File: src/rtl/rifl_tx_lane_dist.sv
// -----------------------------------------------------------------------------
// rifl_tx_lane_dist
// Splits one wide user AXI4-Stream beat (N_CHANNEL x FRAME_WIDTH) into
// N_CHANNEL independent per-lane frame streams. Every lane has its own FIFO,
// so lanes drain at their own pace. A beat is written to every lane in the
// same cycle or to none, so a stalled lane never causes a beat to be dropped
// or duplicated on another lane.
//
// Ports (all in the tx_frame_clk domain):
//   tx_frame_clk   : sole clock
//   rst            : synchronous, active-high reset
//   s_axis_*       : wide user input; lane i owns data slice
//                    [(i+1)*FRAME_WIDTH-1 -: FRAME_WIDTH] and the matching keep
//                    slice; tlast is copied to every lane
//   m_axis_*       : per-lane outputs taken from the head of each lane FIFO
//   lane_skew      : registered max(occ) - min(occ) across the lanes
//   skew_alarm     : sticky; set once lane_skew reaches SKEW_LIMIT
//   beat_cnt       : accepted input beats, wraps at 2^32
// -----------------------------------------------------------------------------
module rifl_tx_lane_dist #(
    parameter int N_CHANNEL   = 1,
    parameter int FRAME_WIDTH = 256,
    parameter int FIFO_DEPTH  = 8,
    parameter int SKEW_LIMIT  = 6
) (
    input  logic                              tx_frame_clk,
    input  logic                              rst,
    input  logic [N_CHANNEL*FRAME_WIDTH-1:0]  s_axis_tdata,
    input  logic [N_CHANNEL*FRAME_WIDTH/8-1:0] s_axis_tkeep,
    input  logic                              s_axis_tlast,
    input  logic                              s_axis_tvalid,
    output logic                              s_axis_tready,
    output logic [N_CHANNEL*FRAME_WIDTH-1:0]  m_axis_tdata,
    output logic [N_CHANNEL*FRAME_WIDTH/8-1:0] m_axis_tkeep,
    output logic [N_CHANNEL-1:0]              m_axis_tlast,
    output logic [N_CHANNEL-1:0]              m_axis_tvalid,
    input  logic [N_CHANNEL-1:0]              m_axis_tready,
    output logic [$clog2(FIFO_DEPTH):0]       lane_skew,
    output logic                              skew_alarm,
    output logic [31:0]                       beat_cnt
);

    localparam int KW = FRAME_WIDTH / 8;
    localparam int PW = $clog2(FIFO_DEPTH);
    localparam int OW = PW + 1;
    localparam int EW = 1 + KW + FRAME_WIDTH;

    localparam logic [PW-1:0] PTR_ONE = PW'(1'b1);
    localparam logic [OW-1:0] OCC_ONE = OW'(1'b1);
    localparam logic [OW-1:0] DEPTH_L = OW'(FIFO_DEPTH);
    localparam logic [OW-1:0] SKEW_L  = OW'(SKEW_LIMIT);

    logic                          push_s;
    logic [N_CHANNEL-1:0]          lane_full_s;
    logic [N_CHANNEL-1:0][OW-1:0]  occ_all_s;
    logic [OW-1:0]                 occ_max_s;
    logic [OW-1:0]                 occ_min_s;

    logic [OW-1:0]                 lane_skew_q, lane_skew_d;
    logic                          skew_alarm_q, skew_alarm_d;
    logic [31:0]                   beat_cnt_q, beat_cnt_d;

    // Input is accepted only when no lane is full; a lane popping in the same
    // cycle does not free a slot for the incoming beat.
    assign s_axis_tready = !rst && !(|lane_full_s);
    assign push_s        = s_axis_tvalid && s_axis_tready;

    for (genvar g = 0; g < N_CHANNEL; g++) begin : g_lane
        logic [EW-1:0] mem_q [FIFO_DEPTH];
        logic [PW-1:0] wr_ptr_q, wr_ptr_d;
        logic [PW-1:0] rd_ptr_q, rd_ptr_d;
        logic [OW-1:0] occ_q, occ_d;
        logic          pop_s;
        logic [EW-1:0] entry_s;
        logic [EW-1:0] head_s;

        assign entry_s = {s_axis_tlast,
                          s_axis_tkeep[(g+1)*KW-1 -: KW],
                          s_axis_tdata[(g+1)*FRAME_WIDTH-1 -: FRAME_WIDTH]};
        assign head_s  = mem_q[rd_ptr_q];
        assign pop_s   = (occ_q != {OW{1'b0}}) && m_axis_tready[g];

        // Full/empty come from the occupancy count; pointers alone are ambiguous.
        assign lane_full_s[g] = (occ_q == DEPTH_L);
        assign occ_all_s[g]   = occ_q;

        assign m_axis_tvalid[g]                                   = (occ_q != {OW{1'b0}});
        assign m_axis_tdata[(g+1)*FRAME_WIDTH-1 -: FRAME_WIDTH]   = head_s[FRAME_WIDTH-1:0];
        assign m_axis_tkeep[(g+1)*KW-1 -: KW]                     = head_s[FRAME_WIDTH +: KW];
        assign m_axis_tlast[g]                                    = head_s[EW-1];

        // Next-state pointers and occupancy for this lane.
        always_comb begin
            if (push_s) begin
                wr_ptr_d = wr_ptr_q + PTR_ONE;
            end else begin
                wr_ptr_d = wr_ptr_q;
            end
            if (pop_s) begin
                rd_ptr_d = rd_ptr_q + PTR_ONE;
            end else begin
                rd_ptr_d = rd_ptr_q;
            end
            case ({push_s, pop_s})
                2'b10:   occ_d = occ_q + OCC_ONE;
                2'b01:   occ_d = occ_q - OCC_ONE;
                default: occ_d = occ_q;
            endcase
        end

        // Lane counters; contents are simply abandoned on reset.
        always_ff @(posedge tx_frame_clk) begin
            if (rst) begin
                wr_ptr_q <= {PW{1'b0}};
                rd_ptr_q <= {PW{1'b0}};
                occ_q    <= {OW{1'b0}};
            end else begin
                wr_ptr_q <= wr_ptr_d;
                rd_ptr_q <= rd_ptr_d;
                occ_q    <= occ_d;
            end
        end

        // Lane storage write port.
        always_ff @(posedge tx_frame_clk) begin
            if (push_s) begin
                mem_q[wr_ptr_q] <= entry_s;
            end
        end
    end

    // Spread of lane occupancies; with a single lane max equals min.
    always_comb begin
        occ_max_s = occ_all_s[0];
        occ_min_s = occ_all_s[0];
        for (int i = 1; i < N_CHANNEL; i++) begin
            if (occ_all_s[i] > occ_max_s) begin
                occ_max_s = occ_all_s[i];
            end else begin
                occ_max_s = occ_max_s;
            end
            if (occ_all_s[i] < occ_min_s) begin
                occ_min_s = occ_all_s[i];
            end else begin
                occ_min_s = occ_min_s;
            end
        end
        lane_skew_d  = occ_max_s - occ_min_s;
        skew_alarm_d = skew_alarm_q || (lane_skew_q >= SKEW_L);
        if (push_s) begin
            beat_cnt_d = beat_cnt_q + 32'd1;
        end else begin
            beat_cnt_d = beat_cnt_q;
        end
    end

    // Status registers.
    always_ff @(posedge tx_frame_clk) begin
        if (rst) begin
            lane_skew_q  <= {OW{1'b0}};
            skew_alarm_q <= 1'b0;
            beat_cnt_q   <= 32'd0;
        end else begin
            lane_skew_q  <= lane_skew_d;
            skew_alarm_q <= skew_alarm_d;
            beat_cnt_q   <= beat_cnt_d;
        end
    end

    assign lane_skew  = lane_skew_q;
    assign skew_alarm = skew_alarm_q;
    assign beat_cnt   = beat_cnt_q;

endmodule

File: config.mk
export PLATFORM = sky130hd
export DESIGN_NAME = rifl_tx_lane_dist
export DESIGN_NICKNAME = d
export VERILOG_FILES = /design/src/rtl/rifl_tx_lane_dist.sv
export SDC_FILE = /design/constraint.sdc
export NUM_CORES = 2
export LEC_CHECK = 0
export ABC_CLOCK_PERIOD_IN_PS = 33800
export CAP_MARGIN = 15
export CORE_MARGIN = 5
export CORE_UTILIZATION = 53
export CTS_CLUSTER_SIZE = 8
export DETAILED_ROUTE_END_ITERATION = 10
export PLACE_DENSITY = 0.8
export SLEW_MARGIN = 20
export SYNTH_ARGS = -nofsm -noshare
export SYNTH_HDL_FRONTEND = slang
export SYNTH_SLANG_ARGS = --single-unit
File: constraint.sdc
create_clock -name tx_frame_clk -period 33.8 [get_ports tx_frame_clk]
set_clock_uncertainty 0.05 [all_clocks]
set_input_delay 3.38 -clock tx_frame_clk [delete_from_list [all_inputs] [get_ports tx_frame_clk]]
set_output_delay 3.38 -clock tx_frame_clk [all_outputs]
set_load 0.005 [all_outputs]
Yosys cells after proc, flatten, opt, wreduce, memory -nomap -nowiden --
Memory sizes are Yosys's and may differ from the RTL's. A register that Yosys moved wholly into a read port is not among the register bits. Index checks and enable logic that the tools add are counted.
Operators by class: eq/ne operators 3, add/sub/neg operators 6, multiplexer cells 5, reduce and logical (&&, ||, !) cells 8, $lt $le $gt $ge 1
Operator list (number):
- adder 32 x 1 -> 32 bit, second input constant | 1
- case mux 4 bit (2 select lines) | 1
- adder 3 x 1 -> 3 bit, second input constant | 2
- 2-to-1 mux 3 bit | 2
- adder 4 x 1 -> 4 bit, second input constant | 1
- == test 4 bit, second input constant | 1
- greater-or-equal comparator 4 x 3 -> 1 bit, second input constant | 1
- nonzero test 4 bit | 1
- subtractor 4 x 1 -> 4 bit, second input constant | 1
- subtractor 4 bit | 1
- logical AND 1 bit | 3
- == test 2 x 1 -> 1 bit, second input constant | 1
- == test 2 bit, second input constant | 1
- logical NOT 1 bit | 2
- 2-to-1 mux 1 bit | 2
- nonzero test 2 bit | 1
- logical OR 1 bit | 1
Word-level totals: logic and storage cells 30, memories 1, memory bits (writable) 2312, register bits 47
Memory list:
- g_lane[0].mem_q | words 8, bits a word 289, rd ports 1, clocked after memory_dff 1, write ports 1, RTL line 69 | logic [EW-1:0] mem_q [FIFO_DEPTH];

Longest topological paths before layout --
word-level depth 6, depth in mapped cells 11, mapped depth without buffers 10

Worst setup path after synthesis --
OpenSTA, ideal clock, no wires.
path kind input -> register, from input rst, to memory g_lane[0].mem_q[2][0] (netlist bit) (enable), arrival time 33.391 ns, data required time 32.005 ns, stages on the path 4, buffers on the path 0, slack -1.387 ns, cells stage by stage nand2b_1 -> nor2_1 -> inv_1 -> nor4b_1
On the way: word-level cells in the longest chain between the ends 5
Ends and longest elaborated chain:
- start, declared | RTL line 27 | input logic rst,
- logical NOT 1 bit | RTL line 65 | assign s_axis_tready = !rst && !(|lane_full_s);
- logical AND 1 bit | RTL line 65
- logical AND 1 bit | RTL line 66 | assign push_s = s_axis_tvalid && s_axis_tready;
- 2-to-1 mux 1 bit | RTL line 126 | if (push_s) begin
- 2-to-1 mux 1 bit (implied by the code) | RTL line 127 | mem_q[wr_ptr_q] <= entry_s;
- end, declared | RTL line 69
No other way between the ends.

==> reports/results.ini <==
[logic_synthesis]
ys_types=41
synthMuxAreaShare=0.184
synth.largest_area_cell=edfxtp_1
ys_seq_area_frac=0.793
ys_warn_count=0
synth.avg_cell_area_sq_um=24.6
synth_top_area_frac=0.783
synth_area_sq_um=88700
yosys.area_share.simple=0.00818
synth_top_family_by_area=multiplexers
synth_seq_cells=2358
synthCells=3612
synth_compound_area_frac=0.00350
synthXorXnorAreaFrac=0.00138
synth_fa_ha_area_frac=0.000846
synth_area_leaders=edfxtp_1 78%, mux4_2 15%, mux2_2 3.7%, dfxtp_1 1.0%, clkbuf_1 0.42%

[sta]
slew_viol_final=0
timing.final.crit_share=0.280
hold_viol=0
tightest_slew_ns=1.13
clock.fmax_mhz=105
rsz0062_at_grt=false
setup_viol=0
slew_headroom=0.247
finalSetupTns_ns=0
fin_crit_ns=9.48

[floorplanning]
coreArea_sq_um=167000
start_util=0.532
die_x_um=419
io_pins=621
num_rows=150
die_h_um=419
die_area_sq_um=176000

[run]
drv_cap=0

[place]
dp_cells=6322
io_buffers=616
dp_hpwl_um=108000
gp_congestion=0.776

[clock_network]
cts.hold.buffers_added=0
cts-htree-levels=5
cts_max_path_buffers=4
post_cts_buffers=0
clkTransAtPathRegs_ns=0.05
root_buffer=clkbuf_16
tritoncts=built
post_cts_resized=0
insertion_delay_ns=0.88
cts.sinks=2358
cts_inserted_buffers=346

[global_route]
grt_pass1_vias=44700
grt_pass1_wl_um=300000
grt_remaining_overflow=0
grt_max_degree=159
antenna_found_initial=69
track_usage=0.235

[route]
first_iter_violations=4109
drt-wirelength-per-cell_um=30.6
ant_nets=0
drt_wl_total_um=207000
vias=41700
first_pass_iters=5
viasPerCell=6.16
drc=0

[final_layout]
drive_above_1_share=0.292
layoutNonFillerInstCount=6769
nets=4766
final_util=0.640
synthToLayoutAreaGrowth_pct=20.3

[worst_setup_path]
path_cells=buf_4 > buf_4 > buf_6 > buf_4 > mux4_2 > mux2_2 > clkdlybuf4s50_1
slowest_delay_ns=0.85
crit_slowest_cell=buf_4
path_class=flop to primary output
regToRegSetupSlack_ns=28.55
cp-start-kind=flop
path_common_cell=buf_4
crit_required_ns=30.37
crit_arrival_ns=6.05
end_kind=primary output
cp_max_fo=52

[power]
p_leak_nw=32.8
clockPowerShare=0.392
netSwitchingPower_w=0.00170
p_int_w=0.00582
power.density_nw_per_um2=70.4
power_frac_comb=0.166
ir_worst_vdd_mv=0.0616
seqPwrFrac=0.442
switching_share=0.226

[outcome]
status=completed

[min_path]
min_path_type=flop to flop

[placed cells by master, fill, tap and decap left out, drive strengths merged]
cell type / netlist / routed
a21o: 1 / 1
a21oi: 26 / 26
and2: 2 / 2
and3: 3 / 3
and4: 6 / 6
buf: 81 / 69
bufinv: 0 / 1
clkbuf: 100 / 372
clkdlybuf4s50: 0 / 616
clkinv: 0 / 7
conb: 1 / 4
dfxtp: 46 / 46
diode: 0 / 64
edfxtp: 2312 / 2312
ha: 6 / 6
inv: 5 / 7
mux2: 291 / 291
mux2i: 1 / 1
mux4: 578 / 578
nand2: 19 / 19
nand2b: 3 / 3
nand3: 16 / 16
nand4: 7 / 7
nor2: 20 / 20
nor2b: 5 / 5
nor3: 6 / 6
nor3b: 2 / 2
nor4: 3 / 3
nor4b: 3 / 3
nor4bb: 1 / 1
o21ai: 12 / 12
o31ai: 15 / 15
or3: 9 / 9
or4: 15 / 15
or4b: 3 / 3
xnor2: 4 / 4
xor2: 10 / 10
[synth_stat cells (all sizes together)]
cell type,number
mux2i,1
and2,2
a21oi,26
ha,6
and4,6
or4,15
nand2b,3
inv,5
o21ai,12
nor4bb,1
nor4b,3
nand4,7
nor2b,5
edfxtp,2312
buf,81
mux2,291
nand2,19
clkbuf,100
xor2,10
or3,9
nor3b,2
nor2,20
and3,3
conb,1
nor3,6
o31ai,15
dfxtp,46
nand3,16
xnor2,4
mux4,578
a21o,1
nor4,3
or4b,3
[layer usage]
metal  routed length, um  global-route usage  up-vias
li1                    -                   -    17100
met2              107000               0.392     1996
met5                  86                   0        -
met3               15700              0.0587      514
met4               12600               0.141       12
met1               71500               0.278    22000
[path summary, 6_finish.rpt]
| path | from | endpoint | cells after the start |
|---|---|---|---|
| worst min register to register | g_lane[0].rd_ptr_q[1]$_SDFFE_PP0P_ | flop | 2 |
| worst max-delay path | flop | m_axis_tkeep[8] | 7 |
| worst max register to register | g_lane[0].occ_q[1]$_SDFFE_PP0P_ | g_lane[0].mem_q[2][199]$_DFFE_PP_ | 8 |
| worst min-delay path | g_lane[0].rd_ptr_q[1]$_SDFFE_PP0P_ | flop | 2 |
[power by group through the flow]
stage	clock network (W)	registers, W	logic [W]
after CTS	0.00300	0.00333	0.00127
after global placement	0	0.00337	0.00123
after detailed placement	0	0.00338	0.00125
final	0.00295	0.00333	0.00125
after global routing	0.00314	0.00333	0.00133
after floorplan	0	0.00341	0.000743
[critical path, delay by kind of cell, from the launching register on]
family / cells / cell delay (ns)
buffers and inverters: 5 / 3.26
muxes: 2 / 0.95
DFF: 1 / 0.76
[stage by stage]
step           setup slack [ns]  hold slack (ns)  instance area [sq um]  total power (W)
5_1_grt                   23.71            0.447                 107000          0.00779
3_5_place_dp              24.76            0.419                  97600          0.00462
3_3_place_gp              24.79            0.406                  97500          0.00460
2_1_floorplan             0.853            0.404                  88700          0.00415
6_report                  24.32            0.428                 107000          0.00752
4_1_cts                   23.73            0.429                 107000          0.00759
[sequential cells by signal (all words and copies together), names as in the netlist, named ones only]
register,count
g_lane.mem_q,2312
g_lane.rd_ptr_q,3
beat_cnt,32
skew_alarm,1
g_lane.wr_ptr_q,3
g_lane.occ_q,4
[area by class of cell]
cell class,count,area (sq um)
sequential,2358,70400
fill,10300,60100
multi-input combinational,1071,17600
clock buffer,372,8880
timing repair buffer,685,6840
tap,2204,2760
antenna,64,160
clock inverter,10,124
inverter,5,18.8
[cells by family (layout without fill, tap and decap cells)]
family | count (synthesis) | in the layout
DFF | 2358 | 2358
muxes | 870 | 870
buffers and inverters | 186 | 1072
and+or+nand+nor | 123 | 123
AOI/OAI and AO/OA | 54 | 54
xor gates and xnor gates | 14 | 14
adders and majority gates | 6 | 6
other | 1 | 68
Note: power is estimated with default switching activity, not from simulation.
